--- src/rtl/fft4_cmul_pkg.sv ---
// Shared types and constants for the FFT-4 complex-multiply sequencer.
// Holds the FSM state type, datapath widths and the product-order operand selector.
package fft4_cmul_pkg;

    localparam int unsigned MAG_W  = 8;
    localparam int unsigned SM_W   = 9;
    localparam int unsigned PROD_W = 16;
    localparam int unsigned OUT_W  = 18;
    localparam int unsigned IDX_W  = 2;

    localparam logic [IDX_W-1:0] IDX_P0 = 2'd0;  // ar*br
    localparam logic [IDX_W-1:0] IDX_P1 = 2'd1;  // ai*bi
    localparam logic [IDX_W-1:0] IDX_P2 = 2'd2;  // ar*bi
    localparam logic [IDX_W-1:0] IDX_P3 = 2'd3;  // ai*br

    typedef enum logic [1:0] {
        StIdle,
        StLoad,
        StWait,
        StDone
    } cmul_state_e;

    typedef struct packed {
        logic [SM_W-1:0] a;
        logic [SM_W-1:0] b;
    } op_pair_t;

    function automatic op_pair_t sel_ops(
        input logic [IDX_W-1:0] idx,
        input logic [SM_W-1:0]  ar,
        input logic [SM_W-1:0]  ai,
        input logic [SM_W-1:0]  br,
        input logic [SM_W-1:0]  bi
    );
        op_pair_t p;
        unique case (idx)
            IDX_P0:  begin p.a = ar; p.b = br; end
            IDX_P1:  begin p.a = ai; p.b = bi; end
            IDX_P2:  begin p.a = ar; p.b = bi; end
            default: begin p.a = ai; p.b = br; end
        endcase
        return p;
    endfunction

endpackage

--- src/rtl/fft4_cmul_seq_if.sv ---
// Operand/result handshakes plus the shared-multiplier bus of the FFT-4 sequencer.
// slave = sequencer side, master = environment (operand source, multiplier, sink).
interface fft4_cmul_seq_if;
    import fft4_cmul_pkg::*;

    logic                in_valid;
    logic                in_ready;
    logic [SM_W-1:0]     ar;
    logic [SM_W-1:0]     ai;
    logic [SM_W-1:0]     br;
    logic [SM_W-1:0]     bi;

    logic                mul_en;
    logic [SM_W-1:0]     mul_a;
    logic [SM_W-1:0]     mul_b;
    logic [PROD_W:0]     mul_prdct;
    logic                mul_rdy;

    logic                out_valid;
    logic                out_ready;
    logic [OUT_W-1:0]    out_re;
    logic [OUT_W-1:0]    out_im;
    logic                err;

    modport slave (
        input  in_valid, ar, ai, br, bi, mul_prdct, mul_rdy, out_ready,
        output in_ready, mul_en, mul_a, mul_b, out_valid, out_re, out_im, err
    );

    modport master (
        output in_valid, ar, ai, br, bi, mul_prdct, mul_rdy, out_ready,
        input  in_ready, mul_en, mul_a, mul_b, out_valid, out_re, out_im, err
    );

endinterface

--- src/rtl/fft4_sm_prod_sign.sv ---
// Applies the sign-magnitude operand signs to an unsigned multiplier magnitude,
// producing an 18-bit two's-complement product (negative zero folds to 0).
module fft4_sm_prod_sign
    import fft4_cmul_pkg::*;
(
    input  logic [PROD_W-1:0] mag_i,
    input  logic              sa_i,
    input  logic              sb_i,
    output logic [OUT_W-1:0]  prod_o
);

    logic [OUT_W-1:0] mag_ext;

    always_comb begin
        mag_ext = {{(OUT_W-PROD_W){1'b0}}, mag_i};
        prod_o  = (sa_i ^ sb_i) ? (~mag_ext + 1'b1) : mag_ext;
    end

endmodule

--- src/rtl/fft4_cmul_seq.sv ---
// Sequences the four real products of a complex multiply through one shared multiplier
// and accumulates re = P0 - P1, im = P2 + P3. Optional watchdog: define CMUL_WDOG_EN.
module fft4_cmul_seq
    import fft4_cmul_pkg::*;
#(
    parameter int unsigned SKIP_RDY    = 1,
    parameter int unsigned WDOG_CYCLES = 64
) (
    input logic              clk,
    input logic              rst_n,
    fft4_cmul_seq_if.slave   bus
);

    localparam int unsigned SKW = (SKIP_RDY > 0) ? $clog2(SKIP_RDY + 1) : 1;

    cmul_state_e        state_q, state_d;
    logic [IDX_W-1:0]   idx_q, idx_d;
    logic [SKW-1:0]     skip_q, skip_d;
    logic [SM_W-1:0]    ar_q, ar_d, ai_q, ai_d, br_q, br_d, bi_q, bi_d;
    logic [OUT_W-1:0]   re_q, re_d, im_q, im_d;
    logic               in_ready_q, in_ready_d;

    op_pair_t           ops;
    logic [OUT_W-1:0]   prod;
    logic               accept;

`ifdef CMUL_WDOG_EN
    localparam int unsigned WDW = $clog2(WDOG_CYCLES + 1);
    logic [WDW-1:0]     wdog_q, wdog_d;
    logic               err_q, err_d;
`else
    logic               unused_wdog;
    assign unused_wdog = ^WDOG_CYCLES;
`endif

    // Bit 16 of the multiplier result carries its own sign guess; sign is rebuilt locally.
    logic               unused_prdct_msb;
    assign unused_prdct_msb = bus.mul_prdct[PROD_W];

    assign ops = sel_ops(idx_q, ar_q, ai_q, br_q, bi_q);

    fft4_sm_prod_sign u_prod_sign (
        .mag_i  (bus.mul_prdct[PROD_W-1:0]),
        .sa_i   (ops.a[SM_W-1]),
        .sb_i   (ops.b[SM_W-1]),
        .prod_o (prod)
    );

    always_comb begin
        state_d = state_q;
        idx_d   = idx_q;
        skip_d  = skip_q;
        ar_d    = ar_q;
        ai_d    = ai_q;
        br_d    = br_q;
        bi_d    = bi_q;
        re_d    = re_q;
        im_d    = im_q;
        accept  = 1'b0;
`ifdef CMUL_WDOG_EN
        wdog_d  = wdog_q;
        err_d   = err_q;
`endif

        unique case (state_q)
            StIdle: begin
                if (bus.in_valid && in_ready_q) begin
                    ar_d    = bus.ar;
                    ai_d    = bus.ai;
                    br_d    = bus.br;
                    bi_d    = bus.bi;
                    idx_d   = IDX_P0;
                    re_d    = '0;
                    im_d    = '0;
                    state_d = StLoad;
                end
            end
            StLoad: begin
                skip_d  = SKW'(SKIP_RDY);
`ifdef CMUL_WDOG_EN
                wdog_d  = '0;
`endif
                state_d = StWait;
            end
            StWait: begin
                // The multiplier free-runs: the first SKIP_RDY pulses may carry the old product.
                if (bus.mul_rdy) begin
                    if (skip_q != '0) begin
                        skip_d = skip_q - 1'b1;
                    end else begin
                        accept = 1'b1;
                    end
                end
                if (accept) begin
                    unique case (idx_q)
                        IDX_P0:  re_d = re_q + prod;
                        IDX_P1:  re_d = re_q - prod;
                        IDX_P2:  im_d = im_q + prod;
                        default: im_d = im_q + prod;
                    endcase
                    if (idx_q == IDX_P3) begin
                        state_d = StDone;
                    end else begin
                        idx_d   = idx_q + 1'b1;
                        state_d = StLoad;
                    end
                end
`ifdef CMUL_WDOG_EN
                else if (wdog_q == WDW'(WDOG_CYCLES - 1)) begin
                    re_d    = '0;
                    im_d    = '0;
                    err_d   = 1'b1;
                    state_d = StDone;
                end else begin
                    wdog_d  = wdog_q + 1'b1;
                end
`endif
            end
            StDone: begin
                if (bus.out_ready) begin
`ifdef CMUL_WDOG_EN
                    err_d   = 1'b0;
`endif
                    state_d = StIdle;
                end
            end
            default: state_d = StIdle;
        endcase

        // Registered so that in_ready stays low throughout reset and rises one clock later.
        in_ready_d = (state_d == StIdle);
    end

    always_ff @(posedge clk or negedge rst_n) begin
        if (!rst_n) begin
            state_q    <= StIdle;
            idx_q      <= '0;
            skip_q     <= '0;
            ar_q       <= '0;
            ai_q       <= '0;
            br_q       <= '0;
            bi_q       <= '0;
            re_q       <= '0;
            im_q       <= '0;
            in_ready_q <= 1'b0;
        end else begin
            state_q    <= state_d;
            idx_q      <= idx_d;
            skip_q     <= skip_d;
            ar_q       <= ar_d;
            ai_q       <= ai_d;
            br_q       <= br_d;
            bi_q       <= bi_d;
            re_q       <= re_d;
            im_q       <= im_d;
            in_ready_q <= in_ready_d;
        end
    end

`ifdef CMUL_WDOG_EN
    always_ff @(posedge clk or negedge rst_n) begin
        if (!rst_n) begin
            wdog_q <= '0;
            err_q  <= 1'b0;
        end else begin
            wdog_q <= wdog_d;
            err_q  <= err_d;
        end
    end
    assign bus.err = err_q;
`else
    assign bus.err = 1'b0;
`endif

    always_comb begin
        bus.in_ready  = in_ready_q;
        bus.mul_en    = (state_q == StLoad) || (state_q == StWait);
        bus.mul_a     = bus.mul_en ? ops.a : '0;
        bus.mul_b     = bus.mul_en ? ops.b : '0;
        bus.out_valid = (state_q == StDone);
        bus.out_re    = (state_q == StDone) ? re_q : '0;
        bus.out_im    = (state_q == StDone) ? im_q : '0;
    end

endmodule

--- src/flat_wrapper.sv ---
// flat-port wrapper written by rule: the top's interface ports become plain ports
module fft4_cmul_seq_flat import fft4_cmul_pkg::*;
#(
    parameter int unsigned SKIP_RDY    = 1,
    parameter int unsigned WDOG_CYCLES = 64
)
  (clk, rst_n, bus_in_valid, bus_ar, bus_ai, bus_br, bus_bi, bus_mul_prdct, bus_mul_rdy, bus_out_ready, bus_in_ready, bus_mul_en, bus_mul_a, bus_mul_b, bus_out_valid, bus_out_re, bus_out_im, bus_err);
  fft4_cmul_seq_if bus_i ();
  input logic clk;
  input logic rst_n;
  input wire logic [$bits(bus_i.in_valid)-1:0] bus_in_valid;
  input wire logic [$bits(bus_i.ar)-1:0] bus_ar;
  input wire logic [$bits(bus_i.ai)-1:0] bus_ai;
  input wire logic [$bits(bus_i.br)-1:0] bus_br;
  input wire logic [$bits(bus_i.bi)-1:0] bus_bi;
  input wire logic [$bits(bus_i.mul_prdct)-1:0] bus_mul_prdct;
  input wire logic [$bits(bus_i.mul_rdy)-1:0] bus_mul_rdy;
  input wire logic [$bits(bus_i.out_ready)-1:0] bus_out_ready;
  output wire logic [$bits(bus_i.in_ready)-1:0] bus_in_ready;
  output wire logic [$bits(bus_i.mul_en)-1:0] bus_mul_en;
  output wire logic [$bits(bus_i.mul_a)-1:0] bus_mul_a;
  output wire logic [$bits(bus_i.mul_b)-1:0] bus_mul_b;
  output wire logic [$bits(bus_i.out_valid)-1:0] bus_out_valid;
  output wire logic [$bits(bus_i.out_re)-1:0] bus_out_re;
  output wire logic [$bits(bus_i.out_im)-1:0] bus_out_im;
  output wire logic [$bits(bus_i.err)-1:0] bus_err;
  assign bus_i.in_valid = bus_in_valid;
  assign bus_i.ar = bus_ar;
  assign bus_i.ai = bus_ai;
  assign bus_i.br = bus_br;
  assign bus_i.bi = bus_bi;
  assign bus_i.mul_prdct = bus_mul_prdct;
  assign bus_i.mul_rdy = bus_mul_rdy;
  assign bus_i.out_ready = bus_out_ready;
  assign bus_in_ready = bus_i.in_ready;
  assign bus_mul_en = bus_i.mul_en;
  assign bus_mul_a = bus_i.mul_a;
  assign bus_mul_b = bus_i.mul_b;
  assign bus_out_valid = bus_i.out_valid;
  assign bus_out_re = bus_i.out_re;
  assign bus_out_im = bus_i.out_im;
  assign bus_err = bus_i.err;
  fft4_cmul_seq #(.SKIP_RDY(SKIP_RDY), .WDOG_CYCLES(WDOG_CYCLES)) u_core (.clk(clk), .rst_n(rst_n), .bus(bus_i));
endmodule
--- config.mk ---
export PLATFORM = sky130hd
export DESIGN_NAME = fft4_cmul_seq_flat
export DESIGN_NICKNAME = d
export VERILOG_FILES = /design/src/rtl/fft4_cmul_pkg.sv /design/src/rtl/fft4_cmul_seq_if.sv /design/src/rtl/fft4_sm_prod_sign.sv /design/src/rtl/fft4_cmul_seq.sv /design/src/flat_wrapper.sv
export SDC_FILE = /design/constraint.sdc
export NUM_CORES = 1
export LEC_CHECK = 0
export BUFFER_PORTS_ARGS = -buffer_cell sky130_fd_sc_hd__buf_2
export CORE_UTILIZATION = 45
export CTS_CLUSTER_DIAMETER = 120
export DETAILED_ROUTE_END_ITERATION = 10
export GPL_TIMING_DRIVEN = 0
export PLACE_DENSITY = 0.71
export SETUP_SLACK_MARGIN = 0.02
export SYNTH_ARGS = -nofsm -noshare
export SYNTH_HDL_FRONTEND = slang
export SYNTH_SLANG_ARGS = --single-unit
--- constraint.sdc ---
create_clock -name clk -period 9.7 [get_ports clk]
set_input_delay 1.94 -clock clk [delete_from_list [all_inputs] [get_ports clk]]
set_output_delay 1.94 -clock clk [all_outputs]
set_load 0.05 [all_outputs]
==> results by group <==
Yosys
  • Post-synthesis sequential element count: 78
  • Sequential element share of the synthesized area: 31.88%
  • Cell area after synthesis: 6123 um2
  • Number of distinct library cell variants in the gate-level netlist after synthesis: 70
  • Syn_nets: 775
  • Flip-flop cell with the highest count after synthesis: dfrtp_1
  • Post-Syn Area per Cell: 9.126 um2
  • Post-synthesis async set-or-reset flop share: 100.0%
  • Total number of yosys warnings: 0
  • Number of instances in the synthesized netlist: 671
  • Count of flip-flops with a built-in enable after synthesis: 0

Placed design
  • Weighted congestion at the end of routability-driven global placement: 0.9051
  • Port-buffer cells: 109
  • Hpwl dp: 11440 um

Routing
  • Routed via count: 5321
  • Routed WL per cell: 15.24 um
  • Vias/cell: 5.463
  • Antenna-violating nets left: 0
  • Detailed-route wire length: 14850 um
  • Detailed-router iteration count before antenna repair: 5
  • Detailed-route DRC error count: 0
  • Initial DRC Count: 352

Critical path
  • Critical path class: in2reg
  • Data arrival at the endpoint of the critical path: 6200 ps
  • Worst Setup End Kind: flip-flop
  • Type of origin of the critical path: primary input
  • Highest fanout seen on the critical path: 8
  • Required arrival time at the worst endpoint: 9930 ps
  • Internal reg-to-reg setup slack: 4200 ps

Floorplan
  • Placement row count: 42
  • Die Wd: 118.7 um
  • CORE AREA: 13240 um2
  • Die extent in y: 118.7 um
  • Area of the die: 14080 um2
  • Ports: 116
  • Initial cell density of the core: 46.24%

Layout
  • Fillers: 1247
  • Number of nets in the finished design: 896
  • Share of post-route cells with drive strength above 1: 23.99%
  • Area delta synth->final: 17.92%
  • Most common cell after layout, fill and taps aside: buf_2
  • Most used cells in the layout excluding fill and tap cells: buf_2 (110), dfrtp_1 (78), nor2_1 (48), ha_1 (44), nand2_1 (43)

Clock tree
  • CTS max path bufs: 2
  • Number of buffers added to fix hold violations after cts: 0
  • TritonCTS clock tree: done
  • Buffers inserted by post-CTS timing repair: 0
  • Clock transition time at the flip-flop clock pins of the worst setup and hold paths: 60 ps
  • Clock latency at the later pin of the worst-skew pair: 350 ps
  • CTS Root Cell: clkbuf_16
  • Number of H-tree levels: 3
  • Number of sinks on the clock net: 78
  • Quantity of gates resized following cts: 0
  • CTS Buf Count: 9

Global route
  • Via count of the first global-routing pass: 5046
  • Largest net degree at the start of global routing: 53
  • Antenna violations before repair: 2
  • Aggregate global-route resource usage: 22.22%
  • Remaining Overflow, GRT: 0
  • Global-route wire length before repair: 24780 um

STA
  • Minimum clock period: 5970 ps
  • Total count of hold-check failures in the final report: 0
  • Worst-case clock skew: 5.126 ps
  • Final setup vio count: 0
  • Setup repair after global routing missed its margin: false
  • Slew of the pin with the lowest slew margin: 706.9 ps
  • Worst rel slew slack: 52.62%
  • Setup TNS: 0 ps
  • Final Max Slew Viols: 0
  • Achievable Freq: 0.1675 GHz
  • Share of the clock period used by the worst path: 61.54%

Hold path
  • Hold WC Path Type: reg2reg

Run
  • MaxCap Viol Count: 0

Outcome
  • Outcome: complete, no violations
==> layout make-up <==
class	count	area [um2]	share of cell area, %
Antenna cell	2	5.005	0.06931
Buffer	30	152.6	2.114
Clock buffer	9	225.2	3.119
Clock inverter	6	71.32	0.9877
Inverter	32	120.1	1.663
Multi-Input combinational cell	531	3899	53.99
Sequential cell	78	1952	27.03
Tap cell	176	220.2	3.050
Timing Repair Buffer	110	575.6	7.971
==> through the flow <==
| stage | util (%) | hold WS (ps) | setup WS (ps) | cells | cell area [um2] |
|---|---|---|---|---|---|
| after floorplan | - | 462.9 | 4084 | 671 | 6123 |
| after global placement | 52.02 | 487.9 | 3474 | 956 | 6889 |
| after detailed placement | 52.25 | 493.9 | 3443 | 957 | 6919 |
| after CTS | 54.49 | 501.5 | 3785 | 972 | 7216 |
| after global routing | 54.49 | 525.0 | 3398 | 972 | 7216 |
| final | 54.53 | 494.1 | 3730 | 974 | 7221 |
==> cell usage after synthesis (3+ instances only) <==
library cell	instances	area (um2)
buf_4	4	30.03
nor2b_1	23	143.9
dfrtp_1	78	1952
and3_1	3	18.77
o211ai_1	3	22.52
o21bai_1	6	45.04
buf_6	3	33.78
xnor2_1	33	289.0
xor2_1	16	140.1
o21a_1	6	45.04
nor2_1	48	180.2
and2_1	36	225.2
a22o_1	16	140.1
mux2i_1	3	30.03
mux2_2	36	405.4
a31oi_1	5	31.28
inv_1	32	120.1
o31ai_1	6	45.04
nor3_2	3	30.03
o41ai_1	4	35.03
clkbuf_1	18	67.56
buf_1	3	11.26
a21oi_1	36	180.2
or2_1	4	25.02
a21boi_0	4	30.03
o21ai_0	28	140.1
a41oi_1	3	26.28
nor4_1	4	25.02
or2_2	5	31.28
ha_1	44	550.5
a21o_1	10	75.07
nand3_1	9	45.04
or3_1	4	25.02
nand2b_1	7	43.79
nor3_1	25	125.1
a22oi_1	17	127.6
nand2_1	43	161.4
==> state kept, by name, indices dropped and copies added, names as in the netlist, 2 cells and up <==
name            cells
u_core.idx_q        2
u_core.ar_q         9
u_core.im_q        18
u_core.state_q      2
u_core.ai_q         9
u_core.re_q        18
u_core.bi_q         9
u_core.br_q         9
==> layer usage <==
metal | global-route usage [%] | up-vias | part of all wire [%]
met5 | 0 | - | 0.067
met4 | 6.408 | 2 | 1.6
met3 | 7.336 | 21 | 8.9
met2 | 34.90 | 183 | 44
met1 | 28.99 | 2471 | 45
li1 | - | 2644 | -
==> logic make-up (layout without fill, tap and decap cells) <==
logic type               count (synthesis)  after routing  synth area share, %
other                                    1              3              0.06124
XOR/XNOR                                50             50                7.274
buffers and inverters                   62            187                4.454
multiplexers                            39             39                7.111
flip-flops                              78             78                31.88
AO/OA/AOI/OAI                          166            166                19.66
AND/OR/NAND/NOR                        229            229                19.92
adder cells (fa/ha/maj)                 46             46                9.645
==> worst max-delay path, stage by stage <==
cell	delay [ps]
buf_2	140
or3_1	370
clkbuf_1	200
nor3_1	210
a21oi_1	80
nand4b_1	250
a211oi_2	350
nand2_1	190
nor4_4	270
nor2_1	90
xnor2_1	140
ha_1	330
a21o_1	170
a21oi_1	160
o32a_1	170
o31ai_1	90
o41ai_1	440
o21ai_1	160
xnor2_1	240
nor3_2	50
o21bai_1	170
==> worst paths after layout <==
kind	start	to	cells after the start
worst max-delay path	bus_mul_prdct[2]	u_core.re_q[17]$_DFFE_PN0P_	21
worst min-delay path	u_core.im_q[17]$_DFFE_PN0P_	u_core.im_q[17]$_DFFE_PN0P_	1
worst max register to register	u_core.idx_q[0]$_DFFE_PN0P_	u_core.re_q[17]$_DFFE_PN0P_	22
worst min register to register	u_core.im_q[17]$_DFFE_PN0P_	u_core.im_q[17]$_DFFE_PN0P_	1
max in group asynchronous	rst_n	u_core.ar_q[4]$_DFFE_PN0P_	2
min in group asynchronous	rst_n	u_core.im_q[4]$_DFFE_PN0P_	1
Power is not shown: default switching activity piles up to over one toggle a cycle in this logic, so the estimate is an artifact.
